==> config.mk <==
export PLATFORM = sky130hd
export DESIGN_NAME = pkt_write_seq
export DESIGN_NICKNAME = d
export VERILOG_FILES = /design/src/rtl/pkt_write_seq.sv
export SDC_FILE = /design/constraint.sdc
export NUM_CORES = 1
export LEC_CHECK = 0
export ABC_AREA = 1
export CAP_MARGIN = 20
export CORE_UTILIZATION = 35
export DETAILED_ROUTE_END_ITERATION = 16
export DONT_BUFFER_PORTS = 1
export HOLD_SLACK_MARGIN = 0.05
export PLACE_DENSITY = 0.55
export SYNTH_ARGS = -nofsm -noshare
export SYNTH_HDL_FRONTEND = slang
export SYNTH_SLANG_ARGS = --single-unit
==> constraint.sdc <==
create_clock -name clk -period 4.7 [get_ports clk]
set_input_delay 0.94 -clock clk [delete_from_list [all_inputs] [get_ports clk]]
set_output_delay 0.94 -clock clk [all_outputs]
set_load 0.01 [all_outputs]
==> src/rtl/pkt_write_seq.sv <==
// pkt_write_seq: packet write sequencer streaming port words to SRAM with auto-incremented addresses, define PKT_WRITE_PARITY_EN for word parity
module pkt_write_seq #(
  parameter int NUM_PORTS = 16,
  parameter int DATA_W    = 64,
  parameter int ADDR_W    = 12,
  parameter int DES_W     = 4,
  parameter int PRI_W     = 3,
  parameter int LEN_W     = 7
) (
  input  logic                 clk,
  input  logic                 rst,
  input  logic                 start,
  input  logic [ADDR_W-1:0]    base_addr,
  input  logic [PRI_W-1:0]     priority_in,
  input  logic [DES_W-1:0]     des_port_in,
  input  logic [LEN_W-1:0]     pack_len_in,
  input  logic                 in_valid,
  input  logic [DATA_W-1:0]    in_data,
  input  logic [NUM_PORTS-1:0] eop,
  input  logic                 busy,
  output logic                 in_ready,
  output logic                 request,
  output logic                 wr_en,
  output logic [ADDR_W-1:0]    wr_addr,
  output logic [DATA_W-1:0]    wr_data,
  output logic [PRI_W-1:0]     wr_priority,
  output logic [DES_W-1:0]     wr_des,
`ifdef PKT_WRITE_PARITY_EN
  input  logic                 in_parity,
  output logic                 wr_parity,
`endif
  output logic                 done,
  output logic                 len_err
);
  typedef enum logic [1:0] {IDLE, WRITE, DRAIN, DONE} state_t;
  state_t            state;
  logic [ADDR_W-1:0] base;
  logic [LEN_W-1:0]  len;
  logic [LEN_W:0]    cnt, cnt_nx;
  logic              acc, last, at_len, perr;
  always_comb begin
    in_ready = (state == WRITE && !busy) || state == DRAIN;
    acc      = in_valid && in_ready;
    last     = |eop;
    cnt_nx   = cnt + 1'b1;
    at_len   = cnt_nx == {1'b0, len};
`ifdef PKT_WRITE_PARITY_EN
    perr     = acc && ((^in_data) != in_parity);
`else
    perr     = 1'b0;
`endif
  end
  always_ff @(posedge clk) begin
    if (rst) begin
      state       <= IDLE;
      base        <= '0;
      len         <= '0;
      cnt         <= '0;
      request     <= 1'b0;
      wr_en       <= 1'b0;
      wr_addr     <= '0;
      wr_data     <= '0;
      wr_priority <= '0;
      wr_des      <= '0;
      done        <= 1'b0;
      len_err     <= 1'b0;
`ifdef PKT_WRITE_PARITY_EN
      wr_parity   <= 1'b0;
`endif
    end else begin
      wr_en <= 1'b0;
      done  <= 1'b0;
      if (perr) len_err <= 1'b1;
      case (state)
        IDLE: if (start) begin
          base        <= base_addr;
          len         <= pack_len_in;
          wr_priority <= priority_in;
          wr_des      <= des_port_in;
          cnt         <= '0;
          request     <= 1'b1;
          len_err     <= pack_len_in == '0;
          state       <= pack_len_in == '0 ? DRAIN : WRITE;
        end
        WRITE: if (acc) begin
          wr_en   <= 1'b1;
          wr_addr <= base + ADDR_W'(cnt);
          wr_data <= in_data;
`ifdef PKT_WRITE_PARITY_EN
          wr_parity <= ^in_data;
`endif
          cnt     <= cnt_nx;
          if (last) begin
            if (!at_len) len_err <= 1'b1;
            done    <= 1'b1;
            request <= 1'b0;
            state   <= DONE;
          end else if (at_len) begin
            len_err <= 1'b1;
            state   <= DRAIN;
          end
        end
        DRAIN: if (acc && last) begin
          done    <= 1'b1;
          request <= 1'b0;
          state   <= DONE;
        end
        default: state <= IDLE;
      endcase
    end
  end
endmodule
==> Word-level counts from Yosys, hierarchy flattened <==
Cells that the tools add are included.
{ "word_totals": {"ff_bits": 116, "input_bits": 111, "word_cells": 67} }
{ "op_classes": {"n_addsub": 2, "n_eq_ne": 9, "muxes": 26, "bitwise_logic": 1, "n_reduce_logical": 17} }
{ "op_table": {"columns": ["op", "count"], "rows": [
  ["$mux W8", 2],
  ["$pmux W8 S2", 1],
  ["$reduce_or A16 Y1", 1],
  ["$mux W1", 13],
  ["$add A12 B8 Y12", 1],
  ["$mux W2", 6],
  ["$reduce_and A5 Y1", 2],
  ["$add A8 B1 Y8 const B", 1],
  ["$eq A8 B7 Y1", 1],
  ["$logic_not A7 Y1", 1],
  ["$ne A2 B2 Y1 const B", 3],
  ["$ne A3 B3 Y1 const B", 2],
  ["$pmux W2 S3", 1],
  ["$pmux W1 S2", 2],
  ["$reduce_and A2 Y1", 2],
  ["$reduce_and A4 Y1", 1],
  ["$logic_and A1 B1 Y1", 3],
  ["$pmux W1 S3", 1],
  ["$reduce_and A3 Y1", 1],
  ["$reduce_bool A3 Y1", 1],
  ["$eq A2 B1 Y1 const B", 1],
  ["$eq A2 B2 Y1 const B", 1],
  ["$logic_not A2 Y1", 1],
  ["$ne A2 B1 Y1 const B", 1],
  ["5 further kinds", 5]
]} }

==> Depth between registers and ports, before layout <==
Gate-level depths: netlist of run 1.
{ "depth": {"depth_word": 7, "mapped_depth": 14, "ltp_nobuf": 14} }

==> Worst setup path before layout of run 1 <==
No wires, ideal clock.
{ "synth_timing": {"path_type": "register to register", "startpoint": "reg cnt[0]", "endpoint": "reg wr_addr[10]", "arrival_time_ns": 2.000, "slack_ns": 2.584, "stages_incl_launch_ff": 13, "synth_period_minus_slack_ns": 2.116, "cell_sequence": "dfxtp_1 > ha_1 > inv_1 > fa_1 > inv_1 > a21oi_1 > o21ai_0 > nand4_1 > nand2_1 > nand2_1 > xnor2_1 > o21ai_0 > inv_1"} }
{ "synth_via": {"elab_chain_len": 1} }
{ "synth_rtl": {"columns": ["element", "line", "text"], "rows": [
  ["start: declaration", "39", "logic [LEN_W:0] cnt, cnt_nx;"],
  ["start signal: assignment", "92", "cnt <= cnt_nx;"],
  ["$add A12 B8 Y12", "87", "wr_addr <= base + ADDR_W'(cnt);"],
  ["end signal: assignment", "87", null],
  ["end: declaration", "24", "output logic [ADDR_W-1:0] wr_addr,"]
]} }
No other way between the ends.
A chain may end at the register's enable or synchronous reset.

==> Worst setup path after layout of run 1 <==
Ends and elaborated chain as after synthesis.

==> results.toml, run 1 <==
[drt]
detail_route.iter0.violations = 263
wl_per_cell_um = 15.1
drtPass1Iterations = 4
drt-total-wl_um = 13000
ant_nets = 0
drc = 0
avgViaCountPerCell = 5.04
via_count = 4318

[timing]
fin_ws_ps = 2290
relSlewSlack_pct = 36.2
rsz0062_at_grt = "false"
finClkSkew_ps = 5.45
worst_pin_slew_ps = 955
slew_viol_final = 0
setup_tns_ps = 0
period_needed_ps = 2410
setup-violations-final = 0
max_freq_mhz = 414
hold_violations = 0
fin_crit_sh_pct = 51.4

[clocking]
post_cts_resized = 0
cts_hold_buf = 0
cts_tree = "done"
path_clk_slew_ps = 60
htreeDepth = 4
cts.sinks = 116
cts-root-buf = "clkbuf_16"
cts_setup_buffers = 0
cts_buffers = 17
clock_latency_ps = 410
clock_path_buffers = 2

[global_routing]
first_global_vias = 4218
grt_max_degree = 84
track_usage_pct = 18.4
grt_pass1_wl_um = 20700
grt_overflow = 0
antenna_found_initial = 0

[setup_path]
end_kind = "flip-flop"
crit_type = "reg -> reg"
worstPathMaxFanout = 7
r2r_end = "wr_addr[10]$_SDFFE_PP0P_"
cp-start-kind = "flip-flop"
crit_required_ps = 5000
worst_ep_arrival_time_ps = 2720
cp-startpoint = "cnt[0]$_SDFFE_PP0P_"
r2r_slack_ps = 2290
reg2reg_depth = 12
cp-endpoint = "wr_addr[10]$_SDFFE_PP0P_"
reg2reg_from = "cnt[0]$_SDFFE_PP0P_"

[run]
max_cap_violations = 0

[floorplanning]
chipWidth_um = 121
boundaryPins = 199
fp.coreArea_mm2 = 0.0139
rows = 43
die_h_um = 121
die_area_mm2 = 0.0147
initial_core_util_pct = 35.8

[cells_and_area]
nets = 789
utilization_pct = 41.0
syn_to_final_growth_pct = 14.5
diodes = 0
drive_gt1_share_pct = 8.86

[placement]
io_buffers = 0
pre_cts_slack_ps = 2050
detailed_place_hpwl_um = 9050
place_congestion = 0.798

[logic_synthesis]
syn_inst = 675
ys_seq_area_share_pct = 46.7
ys.flop_type = "dfxtp_1"
avgSynthCellArea_um2 = 7.37
synth-edff-count = 0
yosys_warnings = 0
syn-num-nets = 800
yosys_register_bits = 116
netlist_area_mm2 = 0.00497
synth.distinct_cells = 35
async_flop_share_pct = 0

[power_and_ir_drop]
peakVddDrop_uv = 218
p_leak_uw = 0.00249
p_per_area_mw_per_mm2 = 568

[min_path]
min_path_type = "reg -> reg"
min-delay-start = "base[11]$_SDFFE_PP0P_"

[status]
status = "finished clean"
==> how the worst min path moves through the flow <==
| stage | to | slack [ps] | cells after the start |
|---|---|---|---|
| after floorplan | base[11]$_SDFFE_PP0P_ | 440 | 2 |
| after global placement | base[11]$_SDFFE_PP0P_ | 440 | 2 |
| after detailed placement | base[11]$_SDFFE_PP0P_ | 450 | 2 |
| after CTS | base[11]$_SDFFE_PP0P_ | 460 | 2 |
| after global routing | base[11]$_SDFFE_PP0P_ | 510 | 2 |
| final | base[11]$_SDFFE_PP0P_ | 460 | 2 |
==> metrics by stage <==
stage / std cells / power [uW] / hold WS [ps] / area (um2)
finish: 857 / 3230 / 459 / 5690
CTS: 857 / 3270 / 459 / 5690
detailed placement: 825 / 1960 / 451 / 5090
global route: 857 / 3450 / 508 / 5690
floorplan: 675 / 1800 / 436 / 4970
global placement: 825 / 1940 / 444 / 5090
==> logic make-up after synthesis <==
| logic type | synth area share, % |
|---|---|
| xor gates and xnor gates | 1.94 |
| AOI/OAI and AO/OA | 15.2 |
| DFF | 46.7 |
| buffers and inverters | 6.34 |
| and+or+nand+nor | 26.2 |
| adders and majority gates | 3.67 |
==> cells in the final DEF, fill, tap and decap left out, types with 5 or more instances in the layout <==
| cell type | n |
|---|---|
| ha_1 | 13 |
| xor2_1 | 7 |
| dfxtp_1 | 116 |
| nor2_1 | 199 |
| o21ai_0 | 103 |
| nand2_1 | 57 |
| nand3_1 | 22 |
| clkbuf_16 | 17 |
| a21oi_1 | 27 |
| inv_2 | 5 |
| nand2_2 | 8 |
| inv_1 | 42 |
| nor2_4 | 5 |
==> critical path, cell delays in order (launching register included) <==
cell and delay [ps]:
dfxtp_1 480, ha_1 230, inv_1 60, fa_1 400, inv_1 70, a21oi_1 60
o21ai_0 340, nand4_1 170, nand2_1 110, nand2_1 70, xnor2_1 120, o21ai_0 140
inv_1 60
==> routing by layer <==
| layer | global-route usage [%] | vias to the layer above | wire (um) |
|---|---|---|---|
| met5 | 0 | - | 0 |
| met4 | 7.18 | 0 | 270 |
| met3 | 7.66 | 20 | 1120 |
| met2 | 30.3 | 186 | 6110 |
| met1 | 21.1 | 1958 | 5450 |
| li1 | - | 2154 | - |
==> cell type report <==
type | instances | area (um2)
fillers | 1418 | 8190
multi-input cells | 478 | 2340
flip-flops and latches | 116 | 2320
clock buffers | 19 | 453
well taps | 180 | 225
inverters | 48 | 180
clock inverters | 13 | 149
repair buffers | 3 | 22.5
==> registers in the layout (all words and copies together), names as in the netlist <==
name and count:
done 1, base 12, wr_addr 12, len_err 1, state 2, len 7
cnt 8, request 1, wr_des 4, wr_en 1, wr_data 64, wr_priority 3
==> where the power goes <==
part	internal, uW	switching (uW)	total, uW
sequential	1140	160	1300
clock	816	484	1300
combinational	209	423	632
total	2170	1070	3230
==> synthesized netlist by cell type, types with 7 or more instances <==
cell type / instances / share of area (%)
inv_1: 43 / 3.2
nor2_1: 199 / 15
xor2_1: 7 / 1.2
dfxtp_1: 116 / 47
a21oi_1: 27 / 2.7
ha_1: 13 / 3.3
nand2_1: 57 / 4.3
nand2_2: 8 / 1.0
o21ai_0: 103 / 10
nand3_1: 22 / 2.2
clkbuf_1: 24 / 1.8
buf_2: 9 / 0.91
No activity file was read; power rests on OpenSTA's default activity.
==> run 2: changes to the inputs <==
--- a/config.mk
+++ b/config.mk
@@ -11,7 +11,7 @@
 export DETAILED_ROUTE_END_ITERATION = 16
 export DONT_BUFFER_PORTS = 1
 export HOLD_SLACK_MARGIN = 0.05
-export PLACE_DENSITY = 0.55
+export PLACE_DENSITY = 0.57
 export SYNTH_ARGS = -nofsm -noshare
 export SYNTH_HDL_FRONTEND = slang
 export SYNTH_SLANG_ARGS = --single-unit
==> constraint.sdc (replaced) <==
create_clock -name clk -period 2.2 [get_ports clk]
set_input_delay 0.44 -clock clk [delete_from_list [all_inputs] [get_ports clk]]
set_output_delay 0.44 -clock clk [all_outputs]
set_load 0.01 [all_outputs]
==> run 2 against run 1 <==
Design area increased by 1.6%. Register-to-register slack got worse by 2000 ps. Setup slack got worse by 2000 ps. Die area unchanged. Routed wire length decreased by 3.1%. Sequential cell count unchanged. Sequential power increased by 110%. Cell count increased by 0.70%. Global-route usage decreased by 0.65 points. Critical endpoint is now state[1]$_SDFFE_PP0P_.
==> results.toml, run 2 (same netlist as run 1, synthesis figures left out) <==
[min_path]
hold_depth = 1
min_path_type = "in -> reg"
min-delay-start = "rst"

[drt]
ant_nets = 0
wl_per_cell_um = 14.5
avgViaCountPerCell = 4.92
via_count = 4243
wl_met1_um = 5330
detail_route.iter0.violations = 191
met3_length_um = 1010
met2_length_um = 6030
drt-total-wl_um = 12500
drtPass1Iterations = 4
top_layer = "met4"
drc = 0

[power_and_ir_drop]
switchingPower_uw = 2310
p_per_area_mw_per_mm2 = 1220
power_frac_clock_pct = 40.0
p_leak_uw = 0.00254
p_int_uw = 4730
seq_power_share_pct = 39.6
swShare_pct = 32.8
p_total_uw = 7040
power_frac_comb_pct = 20.5
peakVddDrop_uv = 607

[status]
status = "finished clean"

[clocking]
cts_setup_buffers = 0
post_cts_resized = 0
cts_tree = "done"
clock_latency_ps = 400
cts-root-buf = "clkbuf_16"
clock_path_buffers = 2
cts_buffers = 17
path_clk_slew_ps = 60
cts.sinks = 116
htreeDepth = 4
cts_hold_buf = 0

[timing]
slew_viol_final = 0
setup_tns_ps = 0
relSlewSlack_pct = 49.0
max_freq_mhz = 512
fin_ws_ps = 248
finClkSkew_ps = 4.67
fin_crit_sh_pct = 88.7
hold_violations = 0
worst_pin_slew_ps = 764
setup-violations-final = 0
rsz0062_at_grt = "false"
period_needed_ps = 1950

[setup_path]
max_stage_delay_ps = 310
worstPathMaxFanout = 6
path_buf_inv = 1
path_depth = 12
crit_path_top_delay_cell = "dfxtp_1"
reg2reg_from = "cnt[0]$_SDFFE_PP0P_"
crit_family = "simple AND/OR/NAND/NOR gates"
worst_ep_arrival_time_ps = 2250
reg2reg_depth = 12
cp-startpoint = "cnt[0]$_SDFFE_PP0P_"
crit_type = "reg -> reg"
cp-start-kind = "flip-flop"
worstPathCellList = "buf_4 -> ha_1 -> or2_1 -> nand2_1 -> xor2_1 -> nand3_1 -> nor2_2 -> nand2_2 -> nand2_2 -> nand2_2 -> a21oi_1 -> nor2_1"
cpMostUsedCell = "nand2_2"
end_kind = "flip-flop"
crit_required_ps = 2500

[cells_and_area]
largest_register = "wr_data"
fill_cells = 1408
final_cell_mix = "nor2_1, dfxtp_1, o21ai_0"
largestRegisters = "wr_data x64, base x12, wr_addr x12"
final_common_cell = "nor2_1"
diodes = 0
nets = 795
syn_to_final_growth_pct = 16.3
largest_reg_flops = 64
drive_gt1_share_pct = 9.66
multiInputGateArea_mm2 = 0.00234
seq_area_mm2 = 0.00232

[floorplanning]
boundaryPins = 199
chipWidth_um = 121
rows = 43
initial_core_util_pct = 35.8
fp.coreArea_mm2 = 0.0139
die_h_um = 121
die_area_mm2 = 0.0147

[global_routing]
grt_max_degree = 84
grt_pass1_wl_um = 20100
antenna_found_initial = 0
grt_overflow = 0
first_global_vias = 4132
track_usage_pct = 17.8

[placement]
io_buffers = 0
detailed_place_hpwl_um = 8740
place_congestion = 0.823
pre_cts_slack_ps = 180

[run]
max_cap_violations = 0
-- run 2: cell count changes in the layout (fill, tap and decap cells not counted), sizes merged --
cell / previous run / this run
buf: 3 / 9
clkbuf: 19 / 20
clkinv: 5 / 4
clkinvlp: 3 / 2
inv: 51 / 52
-- run 2: worst paths after layout --
kind / to / slack [ps]
worst max-delay path: state[1]$_SDFFE_PP0P_ / 250
worst min-delay path: wr_en$_SDFF_PP0_ / 100
worst max register to register: state[1]$_SDFFE_PP0P_ / 250
worst min register to register: base[11]$_SDFFE_PP0P_ / 470
-- run 2: per-layer routing --
| layer | GRT usage (%) | vias up |
|---|---|---|
| met3 | 7.57 | 16 |
| met2 | 29.7 | 161 |
| met1 | 20.4 | 1894 |
| li1 | - | 2172 |
| met4 | 5.40 | 0 |
| met5 | 0 | - |
-- run 2: through the flow --
stage | hold slack [ps] | area, um2 | std cells | utilization [%]
6_report | 98.8 | 5780 | 863 | 41.7
5_1_grt | 70.4 | 5780 | 863 | 41.7
3_3_place_gp | 446 | 5170 | 831 | 37.3
4_1_cts | 73.0 | 5780 | 863 | 41.7
2_1_floorplan | 436 | 4970 | 675 | -
3_5_place_dp | 460 | 5170 | 831 | 37.3
-- run 2: layout make-up --
class / count / area share [%]
tap: 180 / 3.90
multi-input combinational: 478 / 40.5
sequential: 116 / 40.2
clock buffer: 20 / 8.07
timing repair buffer: 9 / 1.82
clock inverter: 12 / 2.45
inverter: 48 / 3.12
-- run 2: power by group through the flow --
stage / Sequential, uW / Clock (uW) / Combinational [uW]
6_report: 2780 / 2810 / 1440
5_1_grt: 2820 / 2990 / 1680
4_1_cts: 2790 / 2880 / 1460
3_5_place_dp: 2820 / 0 / 1450
3_3_place_gp: 2820 / 0 / 1410
2_1_floorplan: 2740 / 0 / 1100
